**config.mk**
```make
export PLATFORM = sky130hd
export DESIGN_NAME = dmem_arbiter_flat
export DESIGN_NICKNAME = d
export VERILOG_FILES = /design/src/rtl/dmem_arbiter_if.sv /design/src/rtl/dmem_arbiter.sv /design/src/flat_wrapper.sv
export SDC_FILE = /design/constraint.sdc
export NUM_CORES = 1
export LEC_CHECK = 0
export CORE_MARGIN = 1
export CORE_UTILIZATION = 45
export CTS_CLUSTER_DIAMETER = 100
export DETAILED_ROUTE_END_ITERATION = 16
export MAX_ROUTING_LAYER = met4
export PLACE_DENSITY = 0.81
export REMOVE_ABC_BUFFERS = 1
export SLEW_MARGIN = 20
export SYNTH_ARGS = -nofsm -noshare
export SYNTH_HDL_FRONTEND = slang
export SYNTH_SLANG_ARGS = --single-unit
```
**constraint.sdc**
```tcl
create_clock -name clk -period 6.7 [get_ports clk]
set_input_delay 1.005 -clock clk [delete_from_list [all_inputs] [get_ports clk]]
set_output_delay 1.005 -clock clk [all_outputs]
set_load 0.01 [all_outputs]
```
**src/rtl/dmem_arbiter_if.sv**
```systemverilog
// Bundle of CPU, debug and memory-side signals for the data-memory arbiter.
// The arbiter uses the slave modport; requesters and the memory model use master.
interface dmem_arbiter_if;
   logic        c_req;
   logic        c_we;
   logic [1:0]  c_size;
   logic [31:0] c_addr;
   logic [31:0] c_wdata;
   logic [31:0] c_rdata;
   logic        c_done;
   logic        c_err;

   logic        d_req;
   logic        d_we;
   logic [31:0] d_addr;
   logic [31:0] d_wdata;
   logic [31:0] d_rdata;
   logic        d_done;

   logic [31:0] m_raddr;
   logic [31:0] m_waddr;
   logic        m_we;
   logic [31:0] m_wdata;
   logic [31:0] m_rdata;

   modport slave (
      input  c_req, c_we, c_size, c_addr, c_wdata,
      output c_rdata, c_done, c_err,
      input  d_req, d_we, d_addr, d_wdata,
      output d_rdata, d_done,
      output m_raddr, m_waddr, m_we, m_wdata,
      input  m_rdata
   );

   modport master (
      output c_req, c_we, c_size, c_addr, c_wdata,
      input  c_rdata, c_done, c_err,
      output d_req, d_we, d_addr, d_wdata,
      input  d_rdata, d_done,
      input  m_raddr, m_waddr, m_we, m_wdata,
      output m_rdata
   );
endinterface

```
**src/rtl/dmem_arbiter.sv**
```systemverilog
// Two-port (CPU / debug) arbiter onto a single-ported data memory with
// read-modify-write for sub-word CPU stores and starvation protection for debug.
module dmem_arbiter #(
   parameter int unsigned STARVE_MAX = 4
) (
   input logic          clk,
   input logic          rst,
   dmem_arbiter_if.slave bus
);

   localparam int CNT_W = (STARVE_MAX < 1) ? 1 : $clog2(STARVE_MAX + 1);
   localparam logic [CNT_W-1:0] STARVE_LIM = CNT_W'(STARVE_MAX);

   typedef enum logic [1:0] {
      IDLE   = 2'd0,
      ACCESS = 2'd1,
      MERGE  = 2'd2,
      DONE   = 2'd3
   } arbState_e;

   // Size encoding: 2'b11 behaves exactly like a word access.
   function automatic logic isSubWord(input logic [1:0] size);
      return (size == 2'b00) || (size == 2'b01);
   endfunction

   function automatic logic isMisaligned(input logic [1:0] size, input logic [1:0] lo);
      logic bad;
      case (size)
         2'b00:   bad = 1'b0;
         2'b01:   bad = lo[0];
         default: bad = (lo != 2'b00);
      endcase
      return bad;
   endfunction

   function automatic logic [31:0] mergeLane(input logic [31:0] word,
                                             input logic [31:0] data,
                                             input logic [1:0]  size,
                                             input logic [1:0]  lo);
      logic [31:0] res;
      res = word;
      if (size == 2'b00) begin
         case (lo)
            2'b00:   res[7:0]   = data[7:0];
            2'b01:   res[15:8]  = data[7:0];
            2'b10:   res[23:16] = data[7:0];
            default: res[31:24] = data[7:0];
         endcase
      end else if (size == 2'b01) begin
         if (lo[1]) begin
            res[31:16] = data[15:0];
         end else begin
            res[15:0] = data[15:0];
         end
      end else begin
         res = data;
      end
      return res;
   endfunction

   arbState_e        state;
   arbState_e        nextState;
   logic [CNT_W-1:0] starveCnt;

   logic        grantCpu;
   logic        grantDbg;
   logic        cpuMisaligned;
   logic        nextOwnerDbg;

   logic        ownerDbg;
   logic        latWe;
   logic [1:0]  latSize;
   logic [31:0] latAddr;
   logic [31:0] latWdata;

   logic [31:0] cRdata;
   logic [31:0] dRdata;
   logic        cDone;
   logic        dDone;
   logic        cErr;
   logic        mWe;
   logic [31:0] mWdata;

   // State register.
   always_ff @(posedge clk or posedge rst) begin
      if (rst) begin
         state <= IDLE;
      end else begin
         state <= nextState;
      end
   end

   // Arbitration and next-state decode; requests only matter in IDLE.
   always_comb begin
      nextState     = state;
      grantCpu      = 1'b0;
      grantDbg      = 1'b0;
      cpuMisaligned = isMisaligned(bus.c_size, bus.c_addr[1:0]);
      nextOwnerDbg  = ownerDbg;
      case (state)
         IDLE: begin
            if (bus.c_req && !(bus.d_req && (starveCnt == STARVE_LIM))) begin
               grantCpu = 1'b1;
            end else if (bus.d_req) begin
               grantDbg = 1'b1;
            end else begin
               grantCpu = 1'b0;
            end
            nextOwnerDbg = grantDbg;
            if (grantCpu) begin
               nextState = cpuMisaligned ? DONE : ACCESS;
            end else if (grantDbg) begin
               nextState = ACCESS;
            end else begin
               nextState = IDLE;
            end
         end
         ACCESS: begin
            if (latWe && isSubWord(latSize)) begin
               nextState = MERGE;
            end else begin
               nextState = DONE;
            end
         end
         MERGE:   nextState = DONE;
         DONE:    nextState = IDLE;
         default: nextState = IDLE;
      endcase
   end

   // Consecutive CPU grants while debug is waiting; cleared whenever debug is served or idle.
   always_ff @(posedge clk or posedge rst) begin
      if (rst) begin
         starveCnt <= '0;
      end else if (state == IDLE) begin
         if (!bus.d_req || grantDbg) begin
            starveCnt <= '0;
         end else if (grantCpu && (starveCnt != STARVE_LIM)) begin
            starveCnt <= starveCnt + {{(CNT_W-1){1'b0}}, 1'b1};
         end
      end
   end

   // Transaction latches, read capture, write-data/merge and registered handshakes.
   always_ff @(posedge clk or posedge rst) begin
      if (rst) begin
         ownerDbg <= 1'b0;
         latWe    <= 1'b0;
         latSize  <= 2'b00;
         latAddr  <= 32'h0000_0000;
         latWdata <= 32'h0000_0000;
         cRdata   <= 32'h0000_0000;
         dRdata   <= 32'h0000_0000;
         cDone    <= 1'b0;
         dDone    <= 1'b0;
         cErr     <= 1'b0;
         mWe      <= 1'b0;
         mWdata   <= 32'h0000_0000;
      end else begin
         cDone <= (nextState == DONE) && (state != DONE) && !nextOwnerDbg;
         dDone <= (nextState == DONE) && (state != DONE) && nextOwnerDbg;
         cErr  <= grantCpu && cpuMisaligned;
         case (state)
            IDLE: begin
               if (grantCpu) begin
                  ownerDbg <= 1'b0;
                  latWe    <= bus.c_we;
                  latSize  <= bus.c_size;
                  latAddr  <= bus.c_addr;
                  latWdata <= bus.c_wdata;
                  mWdata   <= bus.c_wdata;
               end else if (grantDbg) begin
                  ownerDbg <= 1'b1;
                  latWe    <= bus.d_we;
                  latSize  <= 2'b10;
                  latAddr  <= bus.d_addr;
                  latWdata <= bus.d_wdata;
                  mWdata   <= bus.d_wdata;
               end
               mWe <= (grantCpu && bus.c_we && !isSubWord(bus.c_size) && !cpuMisaligned)
                      || (grantDbg && bus.d_we);
            end
            ACCESS: begin
               if (!latWe) begin
                  if (ownerDbg) begin
                     dRdata <= bus.m_rdata;
                  end else begin
                     cRdata <= bus.m_rdata;
                  end
               end
               // Sub-word store: the merged word is presented during MERGE.
               if (latWe && isSubWord(latSize)) begin
                  mWdata <= mergeLane(bus.m_rdata, latWdata, latSize, latAddr[1:0]);
                  mWe    <= 1'b1;
               end else begin
                  mWe <= 1'b0;
               end
            end
            MERGE:   mWe <= 1'b0;
            DONE:    mWe <= 1'b0;
            default: mWe <= 1'b0;
         endcase
      end
   end

   assign bus.c_rdata = cRdata;
   assign bus.d_rdata = dRdata;
   assign bus.c_done  = cDone;
   assign bus.d_done  = dDone;
   assign bus.c_err   = cErr;
   assign bus.m_raddr = {latAddr[31:2], 2'b00};
   assign bus.m_waddr = {latAddr[31:2], 2'b00};
   assign bus.m_we    = mWe;
   assign bus.m_wdata = mWdata;

endmodule

```
**src/flat_wrapper.sv**
```systemverilog
// flat-port wrapper written by rule: the top's interface ports become plain ports
module dmem_arbiter_flat 
#(
   parameter int unsigned STARVE_MAX = 4
)
  (clk, rst, bus_c_req, bus_c_we, bus_c_size, bus_c_addr, bus_c_wdata, bus_c_rdata, bus_c_done, bus_c_err, bus_d_req, bus_d_we, bus_d_addr, bus_d_wdata, bus_d_rdata, bus_d_done, bus_m_raddr, bus_m_waddr, bus_m_we, bus_m_wdata, bus_m_rdata);
  dmem_arbiter_if bus_i ();
  input logic clk;
  input logic rst;
  input wire logic [$bits(bus_i.c_req)-1:0] bus_c_req;
  input wire logic [$bits(bus_i.c_we)-1:0] bus_c_we;
  input wire logic [$bits(bus_i.c_size)-1:0] bus_c_size;
  input wire logic [$bits(bus_i.c_addr)-1:0] bus_c_addr;
  input wire logic [$bits(bus_i.c_wdata)-1:0] bus_c_wdata;
  output wire logic [$bits(bus_i.c_rdata)-1:0] bus_c_rdata;
  output wire logic [$bits(bus_i.c_done)-1:0] bus_c_done;
  output wire logic [$bits(bus_i.c_err)-1:0] bus_c_err;
  input wire logic [$bits(bus_i.d_req)-1:0] bus_d_req;
  input wire logic [$bits(bus_i.d_we)-1:0] bus_d_we;
  input wire logic [$bits(bus_i.d_addr)-1:0] bus_d_addr;
  input wire logic [$bits(bus_i.d_wdata)-1:0] bus_d_wdata;
  output wire logic [$bits(bus_i.d_rdata)-1:0] bus_d_rdata;
  output wire logic [$bits(bus_i.d_done)-1:0] bus_d_done;
  output wire logic [$bits(bus_i.m_raddr)-1:0] bus_m_raddr;
  output wire logic [$bits(bus_i.m_waddr)-1:0] bus_m_waddr;
  output wire logic [$bits(bus_i.m_we)-1:0] bus_m_we;
  output wire logic [$bits(bus_i.m_wdata)-1:0] bus_m_wdata;
  input wire logic [$bits(bus_i.m_rdata)-1:0] bus_m_rdata;
  assign bus_i.c_req = bus_c_req;
  assign bus_i.c_we = bus_c_we;
  assign bus_i.c_size = bus_c_size;
  assign bus_i.c_addr = bus_c_addr;
  assign bus_i.c_wdata = bus_c_wdata;
  assign bus_c_rdata = bus_i.c_rdata;
  assign bus_c_done = bus_i.c_done;
  assign bus_c_err = bus_i.c_err;
  assign bus_i.d_req = bus_d_req;
  assign bus_i.d_we = bus_d_we;
  assign bus_i.d_addr = bus_d_addr;
  assign bus_i.d_wdata = bus_d_wdata;
  assign bus_d_rdata = bus_i.d_rdata;
  assign bus_d_done = bus_i.d_done;
  assign bus_m_raddr = bus_i.m_raddr;
  assign bus_m_waddr = bus_i.m_waddr;
  assign bus_m_we = bus_i.m_we;
  assign bus_m_wdata = bus_i.m_wdata;
  assign bus_i.m_rdata = bus_m_rdata;
  dmem_arbiter #(.STARVE_MAX(STARVE_MAX)) u_core (.clk(clk), .rst(rst), .bus(bus_i));
endmodule
```
==> reports/qor.txt <==
Status: finished clean
Avg WL per Cell: 20.5 um
Global-route usage over all layers: 28.5%
CTS max path bufs: 2
Share of flip-flops with an asynchronous set or reset: 100%
Most common library cell in the layout ignoring fill and taps: clkdlybuf4s50_1
Final setup margin: 3340 ps
Remaining DRCs: 0
Global-route wire length before repair: 42.5 mm
Period Utilization, post-route: 50.2%
Final HPWL DP: 19.4 mm
Mapped Avg Cell Area: 10.3 um2
Ports: 332
Leakage: 0.00521 uW
Post-synthesis sequential area ratio: 48.6%
Hold slack: 484 ps
Pre-CTS setup slack: 2540 ps
Crit-path slowest cell: buf_4
# port buffers: 327
Area delta synth->final: 39.6%
Capturing point of the worst reg2reg path: u_core.bus.c_rdata[23]
Core Box Area: 19500 um2
R2r worst-path depth: 7
Register-to-register setup slack: 3490 ps
Slew Limit Fails: 0
Number of synthesized register bits: 173
Vias in the first global route: 7639
Antenna diodes: 0
Top_reg_cell synth: dfrtp_1
Clock power frac: 17.2%
Reg power frac: 32.9%
Vert. Die Dim: 143 um
Max Freq: 0.298 GHz
Final count of negative-setup-slack endpoints: 0
Routed wire length: 28.0 mm
Clock transition at path regs: 70 ps
Logic pwr share: 49.9%
First-pass iteration count of the detailed router: 5
PD cells: 489 nW/um2
H-tree levels: 4
Post-layout util: 63.9%
Hold path startpoint: u_core.latWdata[16]
Hold WC Path Type: reg -> reg
Vias per cell: 5.72
CP top delay family: compound AO/OA/AOI/OAI gates
Worst r2r src: u_core.state[1]
Placed Cells: 1335
Final ANT Viol Nets: 0
CP max stage delay: 730 ps
Final Hold Fails: 0
Initial antenna violation count: 0
Max_slew headroom: 27.7%
Crit path buf inv count: 2
Commonest non-fill, non-tap cells in the layout: clkdlybuf4s50_1, dfrtp_1, mux2_1
Switching Fraction: 39.4%
Post-Synthesis Cells: 864
Clk_lat worst skew: 430 ps
RSZ-0062 raised after global routing: false
Crit end category: register
Num rows: 51
Via Count: 7818
Final #Nets: 1264
Post-synth EDFFs: 0
Hold worst-path end: u_core.latWdata[16]
DIE WIDTH: 143 um
Crit path required time: 7020 ps
Yosys warnings: 0
Initial drt markers: 741
GP Congestion: 0.866
Maximum vdd drop: 0.000286 V
Worst EP arrival: 3680 ps
Final Skew: 11.3 ps
Sink Count: 173
Setup_tns: 0 ps
Crit-path cells: clkdlybuf4s50_1, o21ai_4, buf_4, a22o_2, a2111oi_0, a311oi_1
Fin crit period: 3360 ps
Post-Syn Area: 8910 um2
Yosys cell types: 48
Worst Setup Start Kind: input port
Slew of the pin with the lowest slew margin: 1080 ps
Worst Setup SP: bus_d_req
Congestion Overflow GR: 0
Layout cells sized above 1: 4.99%
Die Area: 20400 um2
CTS Buf Count: 17
Cell Int Power: 3690 uW
CTS Hold Bufs: 0
CP Class: in -> reg
CTS tree: built
Pin count of the biggest net entering global routing: 100
Sw power: 2400 uW
Post-CTS Resized: 0
Crit-path max FO: 99
Layout Cells excl Fill: 1367
Hold depth: 2
Max cap viols: 0
CTS root buffer: clkbuf_16
Initial Util: 45.8%
Post-CTS setup buffers: 0
stage by stage:
stage	power, uW	area [um2]
4_1_cts	6110	12400
6_report	6090	12400
2_1_floorplan	3410	8100
5_1_grt	6430	12400
3_3_place_gp	4930	11800
3_5_place_dp	5040	11800
worst max-delay path by stage:
| stage | end | cells after the start | slack (ps) |
|---|---|---|---|
| 4_1_cts | u_core.bus.m_wdata[6] | 6 | 2970 |
| 5_1_grt | u_core.bus.m_wdata[1] | 6 | 3090 |
| 2_1_floorplan | u_core.bus.c_done | 1 | 1010 |
| 3_3_place_gp | u_core.bus.m_wdata[7] | 6 | 2720 |
| 3_5_place_dp | u_core.bus.m_wdata[1] | 6 | 2540 |
| 6_report | u_core.bus.m_wdata[5] | 6 | 3340 |
Yosys cell counts, drive strengths merged, types with 2 or more instances:
library cell / n / area (um2)
o32ai: 8 / 70.1
a31oi: 36 / 225
nor2: 45 / 171
nor3: 2 / 15.0
a2111oi: 10 / 87.6
a21o: 12 / 90.1
o2111ai: 2 / 17.5
o31ai: 7 / 52.6
ha: 7 / 87.6
a211o: 11 / 96.3
dfrtp: 173 / 4330
nor2b: 4 / 25.0
nand2b: 11 / 68.8
a22oi: 7 / 52.6
a21boi: 13 / 97.6
and3: 16 / 100
and2: 2 / 12.5
a21oi: 6 / 30.0
a22o: 8 / 70.1
nand2: 65 / 251
buf: 98 / 682
a311oi: 8 / 70.1
inv: 12 / 45.0
mux2i: 25 / 250
o21ai: 85 / 429
o211a: 8 / 80.1
clkbuf: 35 / 131
o22ai: 35 / 219
o221ai: 7 / 61.3
o21a: 2 / 15.0
nand3: 28 / 140
mux2: 70 / 788
routing by layer:
metal | vias up | global-route usage (%) | share of wire, %
met5 | - | - | 0
met2 | 452 | 47.5 | 49
li1 | 3545 | - | -
met3 | 72 | 5.77 | 8.4
met4 | 0 | 11.9 | 3.8
met1 | 3749 | 33.6 | 38
registers in the layout (all words and copies together) (netlist names):
name and flops:
u_core.bus.m_we 1, u_core.bus.c_done 1, u_core.latWe 1, u_core.latWdata 32, u_core.bus.d_done 1, u_core.bus.c_err 1
u_core.bus.d_rdata 32, u_core.starveCnt 3, u_core.bus.c_rdata 32, u_core.state 2, u_core.latAddr 32, u_core.bus.m_wdata 32
u_core.latSize 2, u_core.ownerDbg 1
tightest hold or removal path: cells and delay by family (launching register included):
kind,cells,cell delay [ps]
AND/OR/NAND/NOR,1,50
AO/OA/AOI/OAI,1,60
flip-flops,1,340
power groups by stage:
stage          Sequential [uW]  Combinational (uW)  Clock (uW)
6_report                  2000                3040        1050
5_1_grt                   2060                3270        1100
4_1_cts                   2000                3050        1060
3_5_place_dp              2000                3030           0
3_3_place_gp              1980                2960           0
2_1_floorplan             2130                1280           0
cells by family after synthesis:
group | count (synthesis) | synth area share, %
multiplexers | 95 | 11.7
adder cells (fa/ha/maj) | 7 | 0.983
AO/OA/AOI/OAI | 266 | 19.9
other | 1 | 0.0421
buffers and inverters | 145 | 9.64
flip-flops | 173 | 48.6
AND/OR/NAND/NOR | 177 | 9.16
layout make-up:
| class | count | area (um2) |
|---|---|---|
| flip-flops and latches | 173 | 4330 |
| well taps | 265 | 332 |
| clock buffers | 18 | 439 |
| fillers | 1543 | 7030 |
| repair buffers | 336 | 3340 |
| clock inverters | 14 | 180 |
| multi-input cells | 549 | 3760 |
| inverters | 12 | 50.0 |
Power figures use the tool's default switching activity.
